==> src/rtl/regfile_pkg.sv <==
// Shared constants and types for the integer register file and its scoreboard.
package regfile_pkg;

  localparam int unsigned XLEN   = 32;
  localparam int unsigned REG_AW = 5;

  typedef logic [REG_AW-1:0] reg_idx_t;
  typedef logic [XLEN-1:0]   xword_t;

  localparam int unsigned A0_IDX   = 10;
  localparam int unsigned ZERO_IDX = 0;

endpackage

==> src/rtl/regfile_scoreboard_pend_counter.sv <==
// Saturating up/down counter tracking in-flight writes to one register.
module pend_counter #(
  parameter int unsigned PEND_WIDTH = 2
) (
  input  logic                  clk,
  input  logic                  rst_n,
  input  logic                  inc_i,
  input  logic                  dec_i,
  output logic [PEND_WIDTH-1:0] cnt_o,
  output logic                  at_max_o
);

  logic [PEND_WIDTH-1:0] cnt_q, cnt_d;

  assign at_max_o = &cnt_q;
  assign cnt_o    = cnt_q;

  // Simultaneous inc and dec cancel; both ends clamp.
  always_comb begin
    cnt_d = cnt_q;
    if (inc_i && !dec_i && !at_max_o) begin
      cnt_d = cnt_q + 1'b1;
    end else if (dec_i && !inc_i && (cnt_q != '0)) begin
      cnt_d = cnt_q - 1'b1;
    end
  end

  always_ff @(posedge clk or negedge rst_n) begin
    if (!rst_n) begin
      cnt_q <= '0;
    end else begin
      cnt_q <= cnt_d;
    end
  end

endmodule

==> src/rtl/regfile_scoreboard.sv <==
// Integer register file with x0 hardwired to zero, write-to-read bypass and
// per-register pending-write counters for RAW hazard detection at decode.
module regfile_scoreboard
  import regfile_pkg::*;
#(
  parameter int unsigned ADDRESS_WIDTH = REG_AW,
  parameter int unsigned DATA_WIDTH    = XLEN,
  parameter int unsigned NUM_READ      = 2,
  parameter int unsigned PEND_WIDTH    = 2
) (
  input  logic                              clk,
  input  logic                              rst_n,
  input  logic                              WE3,
  input  logic [ADDRESS_WIDTH-1:0]          A3,
  input  logic [DATA_WIDTH-1:0]             WD3,
  input  logic [NUM_READ*ADDRESS_WIDTH-1:0] RA,
  output logic [NUM_READ*DATA_WIDTH-1:0]    RD,
  output logic [NUM_READ-1:0]               RBUSY,
  input  logic                              issue_valid,
  input  logic [ADDRESS_WIDTH-1:0]          issue_rd,
  output logic                              issue_ready,
  output logic [DATA_WIDTH-1:0]             a0
);

  localparam int unsigned DEPTH = 1 << ADDRESS_WIDTH;
  localparam logic [ADDRESS_WIDTH-1:0] ZERO_ADDR = ADDRESS_WIDTH'(ZERO_IDX);
  localparam logic [ADDRESS_WIDTH-1:0] A0_ADDR   = ADDRESS_WIDTH'(A0_IDX);

  logic [DATA_WIDTH-1:0] regs_q [DEPTH];
  logic [PEND_WIDTH-1:0] pend   [DEPTH];
  logic [DEPTH-1:0]      at_max;

  logic retire;
  logic issue_fire;

  assign retire     = WE3 && (A3 != ZERO_ADDR);
  // A full counter still accepts an issue when a retire to it lands this cycle.
  assign issue_ready = !((issue_rd != ZERO_ADDR) && at_max[issue_rd] &&
                         !(retire && (A3 == issue_rd)));
  assign issue_fire  = issue_valid && issue_ready && (issue_rd != ZERO_ADDR);

  always_ff @(posedge clk or negedge rst_n) begin
    if (!rst_n) begin
      for (int i = 0; i < DEPTH; i++) begin
        regs_q[i] <= '0;
      end
    end else if (retire) begin
      regs_q[A3] <= WD3;
    end
  end

  assign a0 = regs_q[A0_ADDR];

  for (genvar r = 0; r < DEPTH; r++) begin : g_pend
    pend_counter #(
      .PEND_WIDTH(PEND_WIDTH)
    ) u_pend (
      .clk      (clk),
      .rst_n    (rst_n),
      .inc_i    (issue_fire && (issue_rd == ADDRESS_WIDTH'(r))),
      .dec_i    (retire && (A3 == ADDRESS_WIDTH'(r))),
      .cnt_o    (pend[r]),
      .at_max_o (at_max[r])
    );
  end

  for (genvar i = 0; i < NUM_READ; i++) begin : g_read
    logic [ADDRESS_WIDTH-1:0] ra;
    logic                     byp;

    assign ra  = RA[i*ADDRESS_WIDTH +: ADDRESS_WIDTH];
    assign byp = retire && (A3 == ra);

    assign RD[i*DATA_WIDTH +: DATA_WIDTH] = (ra == ZERO_ADDR) ? '0  :
                                            byp               ? WD3 :
                                                                regs_q[ra];

    // The last outstanding write landing this cycle is already visible via bypass.
    assign RBUSY[i] = (ra != ZERO_ADDR) && (pend[ra] != '0) &&
                      !((pend[ra] == PEND_WIDTH'(1)) && byp);
  end

endmodule

==> config.mk <==
export PLATFORM = sky130hd
export DESIGN_NAME = regfile_scoreboard
export DESIGN_NICKNAME = d
export VERILOG_FILES = /design/src/rtl/regfile_pkg.sv /design/src/rtl/regfile_scoreboard_pend_counter.sv /design/src/rtl/regfile_scoreboard.sv
export SDC_FILE = /design/constraint.sdc
export NUM_CORES = 2
export LEC_CHECK = 0
export CELL_PAD_IN_SITES_DETAIL_PLACEMENT = 0
export CELL_PAD_IN_SITES_GLOBAL_PLACEMENT = 1
export CORE_MARGIN = 2
export CORE_UTILIZATION = 45
export DETAILED_ROUTE_END_ITERATION = 10
export GPL_TIMING_DRIVEN = 0
export MAX_ROUTING_LAYER = met4
export PLACE_DENSITY_LB_ADDON = 0.1
export SLEW_MARGIN = 20
export SYNTH_ARGS = -nofsm -noshare
export SYNTH_HDL_FRONTEND = slang
export SYNTH_SLANG_ARGS = --single-unit
==> constraint.sdc <==
create_clock -name clk -period 4.1 [get_ports clk]
set_input_delay 0.82 -clock clk [delete_from_list [all_inputs] [get_ports clk]]
set_output_delay 0.82 -clock clk [all_outputs]
set_load 0.01 [all_outputs]
==> run_results.csv <==
group,metric,value,unit
clock_tree,ctsHtreeMaxLevel,4,
logic_synthesis,post_synth_instance_area,0.0600,mm²
finish,register_area,0.0272,mm²
die,placeableCoreArea,0.132,mm²
logic_synthesis,synth_sequential_area_ratio,45.4,%
timing,fmax,240,MHz
critical_path,worst_ep_required_time,3.28,ns
die,die-width,369,µm
grt,grt_pass1_vias,41064,
timing,timing_max_transition_violations_final,0,
finish,multi_input_comb_area,0.0322,mm²
logic_synthesis,async_reset_ff_share,100,%
job,maxCapViolations,0,
routing,dr_total_vias,42781,
timing,hold_violations,0,
logic_synthesis,yosys-top-cells-area,"dfrtp_1 45%, mux4_2 25%, mux2_2 18%",
logic_synthesis,net_count_after_synthesis,4060,
timing,final-setup-viol-count,14,
timing,clock_skew,0.0325,ns
logic_synthesis,synth-edff-count,0,
finish,final_cells,6236,
place,place.detailed.instances,5924,
logic_synthesis,top_cells_by_instance_count_after_synthesis,"1,088 x dfrtp_1, 972 x mux2_2, 659 x mux4_2",
pwr,power.density,489,mW/mm²
grt,grt_antenna_before_repair,15,
logic_synthesis,synthesis.instances,4004,
critical_path,worst_setup_path_end_kind,"primary output",
finish,nNetsFinal,4434,
clock_tree,ctsLongestPathBuffers,3,
place,placedInstanceArea,0.0642,mm²
die,ioPinCount,155,
logic_synthesis,synthFlopType,"dfrtp_1",
routing,routed_wirelength,258000,µm
timing,timing_worst_slew_pin_value,1.22,ns
critical_path,reg2reg_slack,1.15,ns
finish,area_growth,20.8,%
timing,post-route-period-util,101,%
critical_path,worst_setup_path_start_kind,"input pin",
place,io_buffers,144,
pwr,vdd_drop_max,374,µV
status,run_status,"finished with violations",
finish,drive_gt1_share,54.2,%
pwr,leakagePower,0.0305,µW
routing,drtPass1Iterations,6,
logic_synthesis,yosys.cell_types.count,68,
logic_synthesis,yosysTopAreaCellShare,45.4,%
finish,nFillCells,10872,
routing,postRouteAntennaNets,0,
timing,timing.final.crit_period,4.16,ns
logic_synthesis,post_synth.cell_area_avg,15.0,µm²
clock_tree,cts_inserted_buffers,132,
logic_synthesis,yosys.area.top_type,"dfrtp_1",
grt,grt_start_max_net_pins,140,
timing,fin_tns_setup,-0.261,ns
critical_path,cp.arrival,3.34,ns
timing,rsz0062_at_grt,"yes",
logic_synthesis,synth.ff_latch_count,1088,
place,place_hpwl,192000,µm
clock_tree,tritoncts_clock_tree,"yes",
clock_tree,clk_latency,0.79,ns
routing,vias_per_cell,6.86,
clock_tree,clk_pin_slew_worst_paths,0.05,ns
place,rd_place_congestion,0.994,
routing,detail_route.drc_violations,0,
critical_path,timing.critical_path.fanout_max,10,
grt,globalRoute.totalOverflow,0,
logic_synthesis,yosysWarningCount,0,
grt,grt_pass1_wl,348000,µm
finish,stdcell_area,0.0724,mm²
die,die_h,369,µm
grt,track_usage,39.0,%
die,rows,133,
clock_tree,cts.root.buffer_cell,"clkbuf_16",
die,dieArea,0.136,mm²
timing,layout_setup_ws,-0.0599,ns
routing,routed_wl_per_cell,41.3,µm
logic_synthesis,yosys.cell_count.top_type,"dfrtp_1",
clock_tree,tritoncts_num_sinks,1088,
timing,worst_slew_margin_rel,18.9,%
routing,first_iter_violations,5532,
die,start_util,45.5,%
status,violations,"setup timing",
hold_path,classification_of_the_worst_slack_hold_path,"reg2reg",
critical_path,critical_path_class,"in2out",
-- power by group --
part	switching, µW	total [µW]	internal (µW)
Clock	4830	11700	6910
Sequential	1620	14400	12700
Combinational	4460	9350	4890
-- per-layer routing --
metal  part of all wire, %  GRT usage [%]
met5                     0              -
met4                   4.0           14.5
met3                    13           13.6
met2                    42           52.2
met1                    41           54.5
-- final timing paths --
path                                      startpoint                          to  cells past startpoint
max                                            RA[5]                      RD[34]                      9
min                                     regs_q[1021]                regs_q[1021]                      1
max reg2reg                g_pend[7].u_pend.cnt_o[1]  g_pend[21].u_pend.cnt_o[0]                     11
min reg2reg                             regs_q[1021]                regs_q[1021]                      1
max in group asynchronous                      rst_n                 regs_q[461]                      7
min in group asynchronous                      rst_n   g_pend[1].u_pend.cnt_o[0]                      2
-- cells by family after synthesis --
family                    Yosys count  synth area share, %
xor gates and xnor gates           38                0.555
AOI/OAI and AO/OA                 282                 3.12
buffers and inverters             494                 3.44
muxes                            1719                 44.5
and+or+nand+nor                   383                 3.05
DFF                              1088                 45.4
-- state kept, by name (all words and copies together), names as in the netlist --
register	flops
g_pend.u_pend.cnt_o	64
a0	32
regs_q	992
-- critical path, stage by stage --
cell      delay (ns)
clkbuf_8        0.17
buf_12          0.17
buf_16          0.19
buf_16          0.19
mux4_2          0.60
mux4_2          0.56
o22ai_4         0.28
a21oi_2         0.12
buf_2           0.19
-- per-stage QoR --
| stage | worst slack [ns] | hold slack, ns | utilization (%) | power (µW) |
|---|---|---|---|---|
| after floorplan | 0.252 | 0.441 | - | 19100 |
| after global placement | -50.34 | 0.455 | 48.2 | 22600 |
| after detailed placement | -2.81 | 0.464 | 48.7 | 22800 |
| after CTS | -0.0880 | 0.481 | 54.3 | 35000 |
| after global routing | -0.0396 | 0.495 | 54.9 | 36500 |
| final | -0.0599 | 0.471 | 54.9 | 35500 |
-- cell type report --
type | instances | area share [%]
Clock buffer | 205 | 5.51
Clock inverter | 21 | 0.313
Timing Repair Buffer | 241 | 3.51
Buffer | 473 | 5.39
Tap cell | 1755 | 3.03
Antenna cell | 11 | 0.0380
Sequential cell | 1088 | 37.6
Inverter | 20 | 0.116
Multi-Input combinational cell | 2422 | 44.5
-- layout by cell type (no fill, tap or decap), types with 11 or more instances in the layout --
cell and instances:
a211oi_1 14, a211oi_4 33, a21oi_1 34, a21oi_2 22, a21oi_4 11, buf_12 33
buf_16 25, buf_2 35, buf_4 107, buf_6 30, buf_8 21, clkbuf_1 275
clkbuf_16 165, clkbuf_2 29, clkbuf_4 13, clkbuf_8 67, clkdlybuf4s50_1 66, clkinv_2 13
dfrtp_1 1083, diode_2 11, dlygate4sd2_1 32, inv_1 15, mux2_2 972, mux2i_1 52
mux2i_2 25, mux2i_4 11, mux4_2 659, nand2_1 166, nand3_1 28, nor2_1 61
nor2_2 15, nor2b_1 16, o21ai_0 27, o21ai_2 15, o22a_1 11, o22ai_2 16
xnor2_1 23, xor2_1 15
-- repair_timing --
| item | in CTS | in global routing |
|---|---|---|
| cloned | 3 | 3 |
| hold endpoints to repair | 9 | 0 |
| pin swaps | 58 | 22 |
| hold buffers | 1 | 0 |
| endpoints found under the setup margin | 67 | 65 |
| buffers inserted | 33 | 36 |
| gates resized for setup | 962 | 93 |
Power figures use the tool's default switching activity.
